==> src/rtl/load_store_unit.sv <==
// Load/store unit: word-aligned memory port, sub-word extract/extend,
// read-modify-write for sub-word stores, alignment and range checking.
module load_store_unit #(
    parameter int unsigned MEM_BYTES = 1024
) (
    input  logic        clk,
    input  logic        rst,
    input  logic        req_valid,
    output logic        req_ready,
    input  logic        req_write,
    input  logic [1:0]  req_size,
    input  logic        req_unsigned,
    input  logic [31:0] req_addr,
    input  logic [31:0] req_wdata,
    output logic        resp_valid,
    output logic        resp_error,
    output logic [31:0] resp_rdata,
    output logic [31:0] mem_address,
    output logic [31:0] mem_write_data,
    output logic        mem_read,
    output logic        mem_write,
    input  logic [31:0] mem_read_data
);

    typedef enum logic [1:0] {IDLE, RD, WR, RESP} state_t;

    state_t      state_q, state_d;
    logic [31:0] addr_q;
    logic [1:0]  size_q;
    logic        write_q;
    logic        uns_q;
    logic [31:0] wdata_q;
    logic        err_q;
    logic [31:0] rword_q;
    logic [31:0] rdata_q;

    logic [32:0] last_addr;
    logic [1:0]  last_off;
    logic        req_err;
    logic        accept;
    logic [31:0] lane_mask;
    logic [31:0] lane_data;
    logic [31:0] wr_word;
    logic [31:0] ld_word;

    function automatic logic [31:0] load_ext(
        input logic [31:0] w,
        input logic [1:0]  lo,
        input logic [1:0]  sz,
        input logic        u
    );
        logic [31:0] s;
        logic [15:0] h;
        s = w >> {lo, 3'b000};
        h = lo[1] ? w[31:16] : w[15:0];
        unique case (sz)
            2'd0:    load_ext = {{24{s[7] & ~u}}, s[7:0]};
            2'd1:    load_ext = {{16{h[15] & ~u}}, h};
            default: load_ext = w;
        endcase
    endfunction

    always_comb begin
        last_off = 2'd0;
        unique case (req_size)
            2'd1:    last_off = 2'd1;
            2'd2:    last_off = 2'd3;
            default: last_off = 2'd0;
        endcase
    end

    assign last_addr = {1'b0, req_addr} + {31'd0, last_off};
    assign req_err   = (req_size == 2'd3)
                    || (req_size == 2'd1 && req_addr[0])
                    || (req_size == 2'd2 && req_addr[1:0] != 2'd0)
                    || (last_addr >= 33'(MEM_BYTES));
    assign accept    = req_valid && (state_q == IDLE);

    // Sub-word stores merge the replicated store data into the read word.
    always_comb begin
        lane_mask = 32'hFFFF_FFFF;
        lane_data = wdata_q;
        unique case (size_q)
            2'd0: begin
                lane_mask = 32'h0000_00FF << {addr_q[1:0], 3'b000};
                lane_data = {4{wdata_q[7:0]}};
            end
            2'd1: begin
                lane_mask = 32'h0000_FFFF << {addr_q[1], 4'b0000};
                lane_data = {2{wdata_q[15:0]}};
            end
            default: begin
                lane_mask = 32'hFFFF_FFFF;
                lane_data = wdata_q;
            end
        endcase
        wr_word = (rword_q & ~lane_mask) | (lane_data & lane_mask);
    end

    assign ld_word = load_ext(mem_read_data, addr_q[1:0], size_q, uns_q);

    always_comb begin
        state_d        = state_q;
        req_ready      = 1'b0;
        resp_valid     = 1'b0;
        mem_read       = 1'b0;
        mem_write      = 1'b0;
        mem_address    = 32'd0;
        mem_write_data = 32'd0;
        unique case (state_q)
            IDLE: begin
                req_ready = 1'b1;
                if (req_valid) begin
                    if (req_err)
                        state_d = RESP;
                    else if (req_write && req_size == 2'd2)
                        state_d = WR;
                    else
                        state_d = RD;
                end
            end
            RD: begin
                mem_read    = 1'b1;
                mem_address = {addr_q[31:2], 2'b00};
                state_d     = write_q ? WR : RESP;
            end
            WR: begin
                mem_write      = 1'b1;
                mem_address    = {addr_q[31:2], 2'b00};
                mem_write_data = wr_word;
                state_d        = RESP;
            end
            RESP: begin
                resp_valid = 1'b1;
                state_d    = IDLE;
            end
            default: state_d = IDLE;
        endcase
    end

    assign resp_error = resp_valid && err_q;
    assign resp_rdata = rdata_q;

    always_ff @(posedge clk or negedge rst) begin
        if (!rst) begin
            state_q <= IDLE;
            addr_q  <= 32'd0;
            size_q  <= 2'd0;
            write_q <= 1'b0;
            uns_q   <= 1'b0;
            wdata_q <= 32'd0;
            err_q   <= 1'b0;
            rword_q <= 32'd0;
            rdata_q <= 32'd0;
        end else begin
            state_q <= state_d;
            if (accept) begin
                addr_q  <= req_addr;
                size_q  <= req_size;
                write_q <= req_write;
                uns_q   <= req_unsigned;
                wdata_q <= req_wdata;
                err_q   <= req_err;
                if (req_err)
                    rdata_q <= 32'd0;
            end
            if (state_q == RD) begin
                rword_q <= mem_read_data;
                if (!write_q)
                    rdata_q <= ld_word;
            end
            if (state_q == WR)
                rdata_q <= 32'd0;
        end
    end

endmodule

==> config.mk <==
export PLATFORM = sky130hd
export DESIGN_NAME = load_store_unit
export DESIGN_NICKNAME = d
export VERILOG_FILES = /design/src/rtl/load_store_unit.sv
export SDC_FILE = /design/constraint.sdc
export NUM_CORES = 1
export LEC_CHECK = 0
export CORE_MARGIN = 2
export CORE_UTILIZATION = 40
export DETAILED_ROUTE_END_ITERATION = 10
export PLACE_DENSITY_LB_ADDON = 0.2
export SLEW_MARGIN = 15
export SYNTH_ARGS = -nofsm -noshare
export SYNTH_HDL_FRONTEND = slang
export SYNTH_SLANG_ARGS = --single-unit
==> constraint.sdc <==
create_clock -name clk -period 2.9 [get_ports clk]
set_clock_uncertainty 0.15 [all_clocks]
set_input_delay 0.29 -clock clk [delete_from_list [all_inputs] [get_ports clk]]
set_output_delay 0.29 -clock clk [all_outputs]
set_load 0.005 [all_outputs]
## Word level (Yosys, flattened, before mapping)

Index checks and enable logic that the tools add are counted.

| storage, ports and cells | value |
|---|---|
| register bits after elaboration | 135 |
| output and inout bits | 101 |
| logic and storage cells | 62 |

| operators by class | value |
|---|---|
| add/sub/neg operators | 1 |
| $lt $le $gt $ge | 1 |
| equality and inequality tests | 8 |
| shifts and indexed selects | 3 |
| mux-type cells | 21 |
| bitwise operators | 7 |
| reduce and logical (&&, ||, !) cells | 12 |

Operator list:

| cell | count |
|---|---|
| two-way mux 32 bit | 7 |
| one-hot mux 32 bit (2 select lines) | 3 |
| bitwise AND 32 bit | 2 |
| adder 32 x 2 -> 33 bit | 1 |
| >= comparator 33 x 11 -> 1 bit (second input constant) | 1 |
| NOT 32 bit | 1 |
| OR 32 bit | 1 |
| left shift 16 x 5 -> 32 bit (first input constant) | 1 |
| left shift 8 x 5 -> 32 bit (first input constant) | 1 |
| right shift 32 x 5 -> 8 bit | 1 |
| two-way mux 16 bit | 1 |
| == test 2 bit (second input constant) | 4 |
| one-hot mux 2 bit (4 select lines) | 1 |
| == test 2 x 1 -> 1 bit (second input constant) | 3 |
| two-way mux 2 bit | 3 |
| logical AND 1 bit | 5 |
| two-way mux 1 bit | 5 |
| zero test 2 bit | 2 |
| one-hot mux 2 bit (2 select lines) | 1 |
| logical OR 1 bit | 3 |
| bitwise AND 1 bit | 2 |
| inequality test 2 bit (second input constant) | 1 |
| nonzero test 2 bit | 1 |
| OR reduction 2 bit | 1 |
| NOT 1 bit | 1 |

## Longest topological paths before layout

Gate-level depths: netlist of the first run.

| logic depth | value |
|---|---|
| depth in word-level cells | 10 |
| mapped depth | 13 |

## Worst setup path after synthesis of the first run

No wires, ideal clock.

| timing | value |
|---|---|
| path type | input to register |
| start point | input req_size[0] |
| end point | register state_q[0] |
| data arrival time | 2746 ps |
| data required time | 2621 ps |
| setup slack | -125 ps |
| stages on the path | 12 |
| cells stage by stage | inv_1 > ha_1 > inv_1 > ha_1 > fa_1 > nand3_1 > or3_1 > nor4_1 > xor2_1 > nor4_4 > nand4_4 > o41a_1 |

| between the ends | value |
|---|---|
| word-level cells in the longest chain between the ends | 8 |
| elaborated cells between the ends (all ways) | 16 |
| those cells by class | add/sub: 1; order compare: 1; eq/ne: 3; mux: 5; reduce/logical: 6 |

Ends and longest elaborated chain:

| what | RTL line | source |
|---|---|---|
| start, declared | 11 | `input logic [1:0] req_size,` |
| == test 2 bit or == test 2 x 1 -> 1 bit (tied branches) | n/a |  |
| one-hot mux 2 bit (2 select lines) or logical AND 1 bit (tied branches) | 65, 74 |  |
| adder 32 x 2 -> 33 bit or logical OR 1 bit (tied branches) | 72, 74 |  |
| >= comparator 33 x 11 -> 1 bit or logical OR 1 bit (tied branches) | 76, 75 |  |
| logical OR 1 bit | 76 | `\|\| (last_addr >= 33'(MEM_BYTES));` |
| two-way mux 2 bit (*) | 114 | `if (req_err)` |
| two-way mux 2 bit (*) | 113 | `if (req_valid) begin` |
| one-hot mux 2 bit (4 select lines) (*) | 110 | `unique case (state_q)` |
| end signal, assigned | 156 | `state_q <= state_d;` |
| end, declared | 27 | `state_t state_q, state_d;` |

Mark *: on every way between the ends. The rest lies on a longest branch, timed or not. The select of a mux whose other input is x is not followed.
A chain may end at the register's enable or synchronous reset.

## Final worst setup path of the first run

| timing | value |
|---|---|
| start point | register size_q[0] |
| end point | output mem_write_data[1] |

| between the ends | value |
|---|---|
| word-level cells in the longest chain between the ends | 6 |
| elaborated cells between the ends (all ways) | 8 |
| those cells by class | eq/ne: 1; mux: 2; bitwise: 4; reduce/logical: 1 |

Ends and longest elaborated chain:

| what | RTL line | source |
|---|---|---|
| start, declared | 29 | `logic [1:0] size_q;` |
| start signal, assigned | 159 | `size_q <= req_size;` |
| == test 2 x 1 -> 1 bit or zero test 2 bit (tied branches) | 83 | `unique case (size_q)` |
| one-hot mux 32 bit (2 select lines) (*) | 83 |  |
| NOT 32 bit | 97 | `wr_word = (rword_q & ~lane_mask) \| (lane_data & lane_mask);` |
| bitwise AND 32 bit | 97 |  |
| OR 32 bit (*) | 97 |  |
| two-way mux 32 bit (*) | 110 |  |
| end, declared | 19 | `output logic [31:0] mem_write_data,` |

Mark *: on every way between the ends. The rest lies on a longest branch, timed or not.

==> results of run 1 <==
## layer usage
metal,vias up,GRT usage
met5,-,0
met4,0,0.0828
met3,41,0.0728
met2,298,0.413
met1,3501,0.332
li1,3347,-
## placed cells by master, fill, tap and decap left out, types with 3 or more instances in the layout
| cell type | n |
|---|---|
| sky130_fd_sc_hd__clkdlybuf4s50_1 | 195 |
| sky130_fd_sc_hd__dfrtp_1 | 135 |
| sky130_fd_sc_hd__mux2_2 | 98 |
| sky130_fd_sc_hd__buf_4 | 62 |
| sky130_fd_sc_hd__nand2_1 | 43 |
| sky130_fd_sc_hd__a21oi_1 | 40 |
| sky130_fd_sc_hd__nand4_1 | 40 |
| sky130_fd_sc_hd__a31oi_1 | 33 |
| sky130_fd_sc_hd__and2_1 | 31 |
| sky130_fd_sc_hd__nor2_1 | 29 |
| sky130_fd_sc_hd__mux2i_1 | 26 |
| sky130_fd_sc_hd__inv_1 | 22 |
| sky130_fd_sc_hd__o21ai_0 | 22 |
| sky130_fd_sc_hd__nand3_1 | 18 |
| sky130_fd_sc_hd__clkbuf_16 | 17 |
| sky130_fd_sc_hd__o211a_1 | 16 |
| sky130_fd_sc_hd__o21ai_1 | 14 |
| sky130_fd_sc_hd__nor2b_1 | 9 |
| sky130_fd_sc_hd__o221ai_1 | 8 |
| sky130_fd_sc_hd__mux4_2 | 8 |
| sky130_fd_sc_hd__o22ai_1 | 8 |
| sky130_fd_sc_hd__a2111oi_0 | 8 |
| sky130_fd_sc_hd__a22o_1 | 7 |
| sky130_fd_sc_hd__a22oi_1 | 7 |
| sky130_fd_sc_hd__and3_1 | 6 |
| sky130_fd_sc_hd__o21ai_2 | 6 |
| sky130_fd_sc_hd__ha_1 | 6 |
| sky130_fd_sc_hd__buf_12 | 6 |
| sky130_fd_sc_hd__clkbuf_1 | 5 |
| sky130_fd_sc_hd__and4_1 | 4 |
| sky130_fd_sc_hd__nor4_1 | 4 |
| sky130_fd_sc_hd__xnor2_1 | 4 |
| sky130_fd_sc_hd__o31a_1 | 3 |
| sky130_fd_sc_hd__nand3b_1 | 3 |
| sky130_fd_sc_hd__clkinv_2 | 3 |
| sky130_fd_sc_hd__buf_6 | 3 |
| sky130_fd_sc_hd__dlymetal6s2s_1 | 3 |
## final cells by class
type | instances | share of cell area
diodes | 1 | 0.000220
clock inverters | 8 | 0.00891
inverters | 27 | 0.00945
flip-flops and latches | 135 | 0.297
well taps | 265 | 0.0291
multi-input cells | 551 | 0.378
clock buffers | 22 | 0.0390
repair buffers | 276 | 0.238
## timing repair
item	4_1_cts	5_1_grt
setup buffers	1	1
gates cloned	2	0
endpoints found under the hold margin	64	0
gates resized for setup	13	25
hold buffers	1	0
setup endpoints to repair	41	67
pin swaps	6	9
## tightest hold or removal path, delay by kind of cell
family | cells | cell delay (ps)
muxes | 1 | 130
buffers and inverters | 2 | 280
## where the power goes
group          total, uW  switching, uW  internal (uW)
sequential          3520            702           2820
combinational       6190           2760           3430
clock               2080            820           1260
## sequential cells by signal, indices dropped and copies added, names as in the netlist
signal      flops
size_q          2
uns_q           1
resp_rdata     32
state_q         2
err_q           1
write_q         1
addr_q         32
rword_q        32
wdata_q        32
## metrics by stage
step | area, um2 | power (uW) | worst slack (ps)
CTS | 11300 | 11800 | 15.3
global route | 11400 | 12600 | 4.21
global placement | 10700 | 9600 | -612
finish | 11400 | 11800 | 121
detailed placement | 10700 | 9660 | -673
floorplan | 7940 | 6670 | 40.7
## how the worst max path moves through the flow
stage | from | end | slack [ps]
floorplan | req_size[0] | state_q[0] | 40
global placement | req_size[0] | resp_rdata[16] | -610
detailed placement | req_size[1] | resp_rdata[19] | -670
CTS | req_size[0] | resp_rdata[25] | 20
global route | size_q[0] | mem_write_data[2] | 4
finish | size_q[0] | mem_write_data[1] | 120
## logic make-up after synthesis
kind of cell	share of synthesized area
adder cells (fa/ha/maj)	0.0168
other	0.000474
multiplexers	0.195
AO/OA/AOI/OAI	0.155
XOR/XNOR	0.00664
AND/OR/NAND/NOR	0.153
buffers and inverters	0.0462
flip-flops	0.427
==> results.toml, run 1 <==
[status]
outcome = "completed"

[synth]
library_cell_with_the_highest_instance_count_after_synthesis = "sky130_fd_sc_hd__dfrtp_1"
post_synth_instance_area_um2 = 7910
async_flop_share = 1.00
ys.flop_type = "sky130_fd_sc_hd__dfrtp_1"
yosysWarnings = 0
synth_cell_types = 62
netlist_instances = 775
synth-edff-count = 0
yosys-top-cells-area = "sky130_fd_sc_hd__dfrtp_1, sky130_fd_sc_hd__mux2_2, sky130_fd_sc_hd__mux2i_1, sky130_fd_sc_hd__nand4_1, sky130_fd_sc_hd__a21oi_1"
synth_top_cells_by_count = "sky130_fd_sc_hd__dfrtp_1, sky130_fd_sc_hd__mux2_2, sky130_fd_sc_hd__nand2_1, sky130_fd_sc_hd__a21oi_1, sky130_fd_sc_hd__nand4_1"
syn_area_per_cell_um2 = 10.2
synth_seq_cells = 135
synth_top_cell_area_share = 0.427
yosys.area.top_type = "sky130_fd_sc_hd__dfrtp_1"
yosysSeqAreaShare = 0.427

[drt]
detail_route.drc_violations = 0
vias_per_cell = 5.59
post_detailed_routing_wire_length_mm = 26.3
topRoutingLayerUsed = "met4"
route.layer.met1.wl_mm = 11.2
dr_wl_met2_mm = 12.4
met3_wl_mm = 2.08
detailedRoute.firstPassIterationCount = 5
dr.first_iter.drc_count = 567
vias = 7187
route.antenna.remaining_nets = 0
routed_wire_length_per_instance_um = 20.4

[place]
port_buffers = 201
globalplace.congestion = 0.902
placed_cells = 1249
dp.final_hpwl_mm = 19.3

[setup_path]
worst_path_bufs_invs = 4
cpLargestDelayFamily = "buffers and inverters"
crit_cells = 8
reg2reg_from = "addr_q[1]"
timing.critical_path.fanout_max = 10
critPathMaxStageDelay_ps = 540
regToRegEndpoint = "resp_rdata[19]"
timing.critical_path.mode_cell = "sky130_fd_sc_hd__buf_4"
reg2reg_slack_ps = 440
critical_path_class = "reg -> out"
critical_path.cell_chain = "buf_4 > inv_2 > nand2_1 > a21oi_1 > buf_4 > mux2i_1 > nor2b_1 > clkdlybuf4s50_1"
crit_path_start_kind = "flop"
cp_data_required_time_ps = 2460
data_arrival_time_at_the_worst_slack_endpoint_ps = 2340
setup.worst_path.end_class = "primary output"
critical-path-slowest-cell = "sky130_fd_sc_hd__clkdlybuf4s50_1"
rr_worst_depth = 9

[job]
max_cap_viol = 0

[grt]
number_of_antenna_violations_at_the_first_check_in_global_routing = 2
grt_start_max_net_pins = 68
gr-total-overflow = 0
tot_gr_track_use = 0.255
grt_pass1_vias = 7198
grt_pass1_wl_mm = 40.4

[cts]
clkTransAtPathRegs_ps = 60
tritoncts.num_buffers = 17
clock_sinks = 135
cts-htree-levels = 4
clockRootBuffer = "sky130_fd_sc_hd__clkbuf_16"
tritoncts_clock_tree = "built"
cts.path.max_buffers = 2
clk-insertion-delay-late_ps = 420

[final_layout]
final-seq-area_um2 = 3380
syn_to_final_growth_pct = 43.9
nets = 1121
fillerInstances = 1681
postLayoutCoreUtil = 0.585
fraction_of_layout_cells_with_a_size_suffix_above_1 = 0.239
multi_input_area_um2 = 4300
final_cell_count_without_fillers = 1285

[worst_hold_path]
worst_hold_path.num_cells = 3
worst_hold_path_type = "in -> reg"
holdPathEnd = "addr_q[0]"
worstHoldStart = "req_addr[0]"

[timing]
final_hold_viol_count = 0
post-route-period-util = 0.958
fin_hold_ws_ps = 161
max-slew-margin-rel = 0.572
worst-slew-pin-transition_ps = 642
finalWorstPathRequiredPeriod_ps = 2780
grt_setup_unrepaired = "false"
slew_violations = 0
setup_viol = 0
fmax_mhz = 360
tns_ps = 0

[floorplanning]
num_io_pins = 204
die-height_um = 145
fp.dieArea_um2 = 20900
core_footprint_um2 = 19500
initial_utilization = 0.406
die_width_um = 145
core.rowCount = 51

[power]
ir_drop_mv = 0.705
leak_pwr_uw = 0.00478
power-per-cell-area_nw_per_um2 = 1040
Note: power is estimated with default switching activity, not from simulation.
==> run 2, diff against run 1 <==
--- a/config.mk
+++ b/config.mk
@@ -6,7 +6,7 @@
 export NUM_CORES = 1
 export LEC_CHECK = 0
 export CORE_MARGIN = 2
-export CORE_UTILIZATION = 40
+export CORE_UTILIZATION = 50
 export DETAILED_ROUTE_END_ITERATION = 10
 export PLACE_DENSITY_LB_ADDON = 0.2
 export SLEW_MARGIN = 15
==> results.toml, run 2 (same netlist as run 1, synthesis figures left out) <==
[setup_path]
cp_data_required_time_ps = 2460
critical-path-slowest-cell = "sky130_fd_sc_hd__clkdlybuf4s50_1"
critical_path_class = "reg -> out"
setup.worst_path.end_class = "primary output"
worst_path_bufs_invs = 3
timing.critical_path.fanout_max = 10
data_arrival_time_at_the_worst_slack_endpoint_ps = 2370
critPathMaxStageDelay_ps = 520
critical_path.cell_chain = "clkinvlp_4 > a21oi_1 > buf_4 > mux2i_1 > nor2b_1 > clkdlybuf4s50_1"
cpLargestDelayFamily = "buffers and inverters"
crit_path_start_kind = "flop"

[place]
globalplace.congestion = 0.910
placedInstanceArea_um2 = 10500
post-place-ws_ps = -654
port_buffers = 201
dp.final_hpwl_mm = 17.9

[drt]
route.antenna.remaining_nets = 0
detailedRoute.firstPassIterationCount = 5
vias = 7243
routed_wire_length_per_instance_um = 20.3
detail_route.drc_violations = 0
vias_per_cell = 5.93
dr.first_iter.drc_count = 759
post_detailed_routing_wire_length_mm = 24.8

[final_layout]
most-common-layout-cells = "sky130_fd_sc_hd__clkdlybuf4s50_1, sky130_fd_sc_hd__dfrtp_1, sky130_fd_sc_hd__mux2_2, sky130_fd_sc_hd__buf_4, sky130_fd_sc_hd__nand2_1"
fillerInstances = 1099
antennaDiodeCount = 0
final_design_area_no_fill_um2 = 11200
mostFrequentLayoutCell = "sky130_fd_sc_hd__clkdlybuf4s50_1"
syn_to_final_growth_pct = 41.8
multi_input_area_um2 = 4260
final-seq-area_um2 = 3380
fraction_of_layout_cells_with_a_size_suffix_above_1 = 0.227
nets = 1114

[power]
power.internal_uw = 7650
power-per-cell-area_nw_per_um2 = 1060
leak_pwr_uw = 0.00471
part_of_the_power_in_combinational_logic = 0.516
switching_share = 0.358
ir_drop_mv = 0.742
share_of_total_power_in_the_clock_network = 0.186
netSwitchingPower_uw = 4260
pwr-share-seq = 0.298

[timing]
grt_setup_unrepaired = "false"
setup_ws_ps = 88.0
slew_violations = 0
worst-slew-pin-transition_ps = 715
finalWorstPathRequiredPeriod_ps = 2810
post-route-period-util = 0.970
fmax_mhz = 356
setup_viol = 0
final_hold_viol_count = 0
max-slew-margin-rel = 0.511
fin_hold_ws_ps = 276

[floorplanning]
core.rowCount = 45
die_width_um = 130
initial_utilization = 0.517
fp.dieArea_um2 = 16800
num_io_pins = 204
core_footprint_um2 = 15300
die-height_um = 130

[cts]
tritoncts.num_buffers = 17
tritoncts_clock_tree = "built"
clockRootBuffer = "sky130_fd_sc_hd__clkbuf_16"
clock_sinks = 135
cts-htree-levels = 4
clkTransAtPathRegs_ps = 60
cts.path.max_buffers = 2
clk-insertion-delay-late_ps = 420

[job]
max_cap_viol = 0

[grt]
gr-total-overflow = 0
grt_start_max_net_pins = 75
grt_pass1_wl_mm = 38.9
number_of_antenna_violations_at_the_first_check_in_global_routing = 0
tot_gr_track_use = 0.300
grt_pass1_vias = 7077

[status]
outcome = "completed"

[worst_hold_path]
worst_hold_path_type = "in -> async"
## run 2: cell count changes in the layout (fill, tap and decap cells not counted), sizes merged
cell,previous run,this run
buf,75,68
clkbuf,24,19
clkdlybuf4s50,195,198
dlymetal6s2s,3,0
bufinv,2,4
dlygate4sd2,0,2
clkinv,6,5
clkinvlp,1,2
diode,1,0
## run 2: final cells by class
cell class	count	area share
clock inverters	10	0.0139
inverters	27	0.00937
well taps	211	0.0235
repair buffers	269	0.234
clock buffers	19	0.0386
multi-input cells	551	0.380
flip-flops and latches	135	0.301
## run 2: routing by layer
metal,wire length (um),part of all wire,track usage,vias up
li1,-,-,-,3340
met1,10600,0.43,0.419,3482
met2,11400,0.46,0.464,371
met3,2030,0.082,0.0590,50
met4,692,0.028,0.118,0
met5,0,0,0,-
## run 2: final timing paths
| kind | start | endpoint | slack, ps | cells after the start |
|---|---|---|---|---|
| max | addr_q[1] | mem_write_data[7] | 90 | 6 |
| min | rst | wdata_q[1] | 280 | 2 |
| max reg2reg | state_q[0] | resp_rdata[5] | 320 | 7 |
| min reg2reg | addr_q[28] | addr_q[28] | 330 | 2 |
| max in group asynchronous | rst | resp_rdata[9] | 1510 | 3 |
| min in group clk | req_size[0] | size_q[0] | 280 | 4 |
## run 2: per-stage QoR
step	std cells	setup TNS (ps)	total power, uW	utilization
after floorplan	776	0	6670	-
after global placement	1190	-18190	9490	0.688
after detailed placement	1190	-21360	9580	0.688
after CTS	1222	0	11900	0.731
after global routing	1222	0	12600	0.732
final	1222	0	11900	0.732
## run 2: power by group through the flow
stage | combinational (uW) | clock, uW | sequential [uW]
4_1_cts | 6120 | 2240 | 3530
5_1_grt | 6620 | 2340 | 3660
3_3_place_gp | 5960 | 0 | 3520
6_report | 6150 | 2220 | 3550
2_1_floorplan | 3390 | 0 | 3270
3_5_place_dp | 6030 | 0 | 3540
## run 2: worst register-to-register path, delay by kind of cell, from the launching register on
| kind | cells | cell delay, ps |
|---|---|---|
| adders and majority gates | 1 | 300 |
| DFF | 1 | 390 |
| and+or+nand+nor | 1 | 380 |
| buffers and inverters | 2 | 290 |
| AOI/OAI and AO/OA | 3 | 980 |
## run 2: timing repair
| item | in CTS | in global routing |
|---|---|---|
| buffers inserted | 1 | 0 |
| hold buffers | 1 | 0 |
| gates resized for setup | 10 | 6 |
| cloned | 1 | 0 |
| pin swaps | 7 | 3 |
| endpoints found under the hold margin | 61 | 0 |
| endpoints found under the setup margin | 36 | 51 |
==> run 3, diff against run 2 <==
--- a/config.mk
+++ b/config.mk
@@ -8,7 +8,9 @@
 export CORE_MARGIN = 2
 export CORE_UTILIZATION = 50
 export DETAILED_ROUTE_END_ITERATION = 10
+export GPL_TIMING_DRIVEN = 1
 export PLACE_DENSITY_LB_ADDON = 0.2
+export SETUP_SLACK_MARGIN = 0.15
 export SLEW_MARGIN = 15
 export SYNTH_ARGS = -nofsm -noshare
 export SYNTH_HDL_FRONTEND = slang
==> constraint.sdc (replaced) <==
create_clock -name clk -period 2.6 [get_ports clk]
set_clock_uncertainty 0.15 [all_clocks]
set_input_delay 0.26 -clock clk [delete_from_list [all_inputs] [get_ports clk]]
set_output_delay 0.26 -clock clk [all_outputs]
set_load 0.005 [all_outputs]
==> results.toml, run 3 (same netlist as run 1, synthesis figures left out) <==
[timing]
worst-slew-pin-transition_ps = 735
final_hold_viol_count = 0
finalWorstPathRequiredPeriod_ps = 2600
slew_violations = 0
fin_hold_ws_ps = 23.8
setup_ws_ps = 0.243
grt_setup_unrepaired = "true"
fmax_mhz = 385
tns_ps = 0
post-route-period-util = 1.00
setup_viol = 0
max-slew-margin-rel = 0.509

[floorplanning]
initial_utilization = 0.517
num_io_pins = 204
core_footprint_um2 = 15300
core.rowCount = 45
die_width_um = 130
die-height_um = 130
fp.dieArea_um2 = 16800

[final_layout]
postLayoutCoreUtil = 0.811
nets = 1178
final_design_area_no_fill_um2 = 12400
mostFrequentLayoutCell = "sky130_fd_sc_hd__dfrtp_1"
multi_input_area_um2 = 4690
syn_to_final_growth_pct = 57.0
final-seq-area_um2 = 3380
fraction_of_layout_cells_with_a_size_suffix_above_1 = 0.349
most-common-layout-cells = "sky130_fd_sc_hd__dfrtp_1, sky130_fd_sc_hd__clkdlybuf4s50_1, sky130_fd_sc_hd__buf_4, sky130_fd_sc_hd__mux2_2, sky130_fd_sc_hd__dlymetal6s2s_1"
fillerInstances = 906

[setup_path]
critical_path.cell_chain = "buf_4 > ha_4 > inv_2 > ha_4 > fa_2 > buf_4 > nand4_1 > or4_1 > nand3_2 > a211oi_4 > buf_6 > nand4_1 > o21ai_2"
regToRegEndpoint = "resp_rdata[3]"
cp-startpoint = "req_size[1]"
cp_data_required_time_ps = 2810
crit_path_end = "resp_rdata[15]"
cpLargestDelayFamily = "adder cells"
timing.critical_path.fanout_max = 18
crit_cells = 13
rr_worst_depth = 8
crit_path_start_kind = "input port"
reg2reg_slack_ps = 90
reg2reg_from = "size_q[1]"
setup.worst_path.end_class = "flop"
worst_path_bufs_invs = 4
critPathMaxStageDelay_ps = 380
critical-path-slowest-cell = "sky130_fd_sc_hd__a211oi_4"
data_arrival_time_at_the_worst_slack_endpoint_ps = 2810
critical_path_class = "in -> reg"

[power]
netSwitchingPower_uw = 5700
share_of_total_power_in_the_clock_network = 0.154
leak_pwr_uw = 0.00591
pwr-share-seq = 0.274
power-per-cell-area_nw_per_um2 = 1200
part_of_the_power_in_combinational_logic = 0.571
ir_drop_mv = 0.804
power.internal_uw = 9190
switching_share = 0.383

[status]
outcome = "completed"

[drt]
detailedRoute.firstPassIterationCount = 6
dr.first_iter.drc_count = 949
vias = 8031
post_detailed_routing_wire_length_mm = 29.4
routed_wire_length_per_instance_um = 22.8
route.antenna.remaining_nets = 0
vias_per_cell = 6.23
detail_route.drc_violations = 0

[worst_hold_path]
worst_hold_path_type = "in -> reg"
worst_hold_path.num_cells = 2

[place]
dp.final_hpwl_mm = 18.1
globalplace.congestion = 0.933
port_buffers = 201
post-place-ws_ps = -884
placedInstanceArea_um2 = 10700

[grt]
grt_pass1_wl_mm = 42.0
tot_gr_track_use = 0.329
gr-total-overflow = 0
grt_pass1_vias = 7661
grt_start_max_net_pins = 66
number_of_antenna_violations_at_the_first_check_in_global_routing = 1

[cts]
tritoncts_clock_tree = "built"
clockRootBuffer = "sky130_fd_sc_hd__clkbuf_16"
clock_sinks = 135
clkTransAtPathRegs_ps = 60
cts-htree-levels = 4
cts.path.max_buffers = 2
tritoncts.num_buffers = 17
clk-insertion-delay-late_ps = 430

[job]
max_cap_viol = 0
run 3: cell count changes in the layout (fill, tap and decap cells not counted), moves of 10 or more:
cell / before / now
sky130_fd_sc_hd__buf_6: 1 / 12
sky130_fd_sc_hd__o21ai_2: 1 / 31
sky130_fd_sc_hd__o21ai_1: 22 / 0
sky130_fd_sc_hd__buf_4: 60 / 99
sky130_fd_sc_hd__clkdlybuf4s50_1: 198 / 127
sky130_fd_sc_hd__dlymetal6s2s_1: 0 / 47
sky130_fd_sc_hd__clkdlybuf4s15_1: 0 / 10
run 3: final cells by class:
| cell class | instances | area share |
|---|---|---|
| sequential | 135 | 0.272 |
| clock inverter | 12 | 0.00735 |
| timing repair buffer | 331 | 0.274 |
| inverter | 27 | 0.00957 |
| antenna | 1 | 0.000201 |
| tap | 211 | 0.0213 |
| multi-input combinational | 553 | 0.377 |
| clock buffer | 20 | 0.0376 |
run 3: worst min-delay path by stage:
stage | from | endpoint | slack (ps)
2_1_floorplan | rst | addr_q[0] | -190
3_5_place_dp | rst | wdata_q[26] | 80
4_1_cts | req_size[0] | size_q[0] | 120
5_1_grt | req_addr[6] | addr_q[6] | 20
6_report | req_addr[6] | addr_q[6] | 20
3_3_place_gp | rst | wdata_q[21] | 80
run 3: repair_timing:
item	4_1_cts	5_1_grt
endpoints found under the setup margin	97	74
cloned	7	4
hold endpoints to repair	47	0
hold buffers	1	0
gates resized for setup	131	123
setup buffers	22	20
pin swaps	43	19
run 3: through the flow:
step / power [uW] / instances
final: 14900 / 1290
after global routing: 15700 / 1290
after CTS: 13900 / 1265
after detailed placement: 10700 / 1203
after global placement: 10600 / 1203
after floorplan: 7440 / 776
run 3: per-layer routing:
layer	track usage	vias to the layer above	part of all wire
met5	0	-	0
met4	0.166	0	0.046
met3	0.0750	123	0.090
met2	0.514	533	0.47
met1	0.432	3899	0.39
li1	-	3476	-
run 3: power by group through the flow:
| stage | clock (uW) | sequential [uW] | combinational [uW] |
|---|---|---|---|
| floorplan | 0 | 3650 | 3790 |
| global placement | 0 | 3940 | 6680 |
| detailed placement | 0 | 3970 | 6780 |
| CTS | 2310 | 3970 | 7630 |
| global route | 2420 | 4170 | 9050 |
| finish | 2300 | 4090 | 8510 |
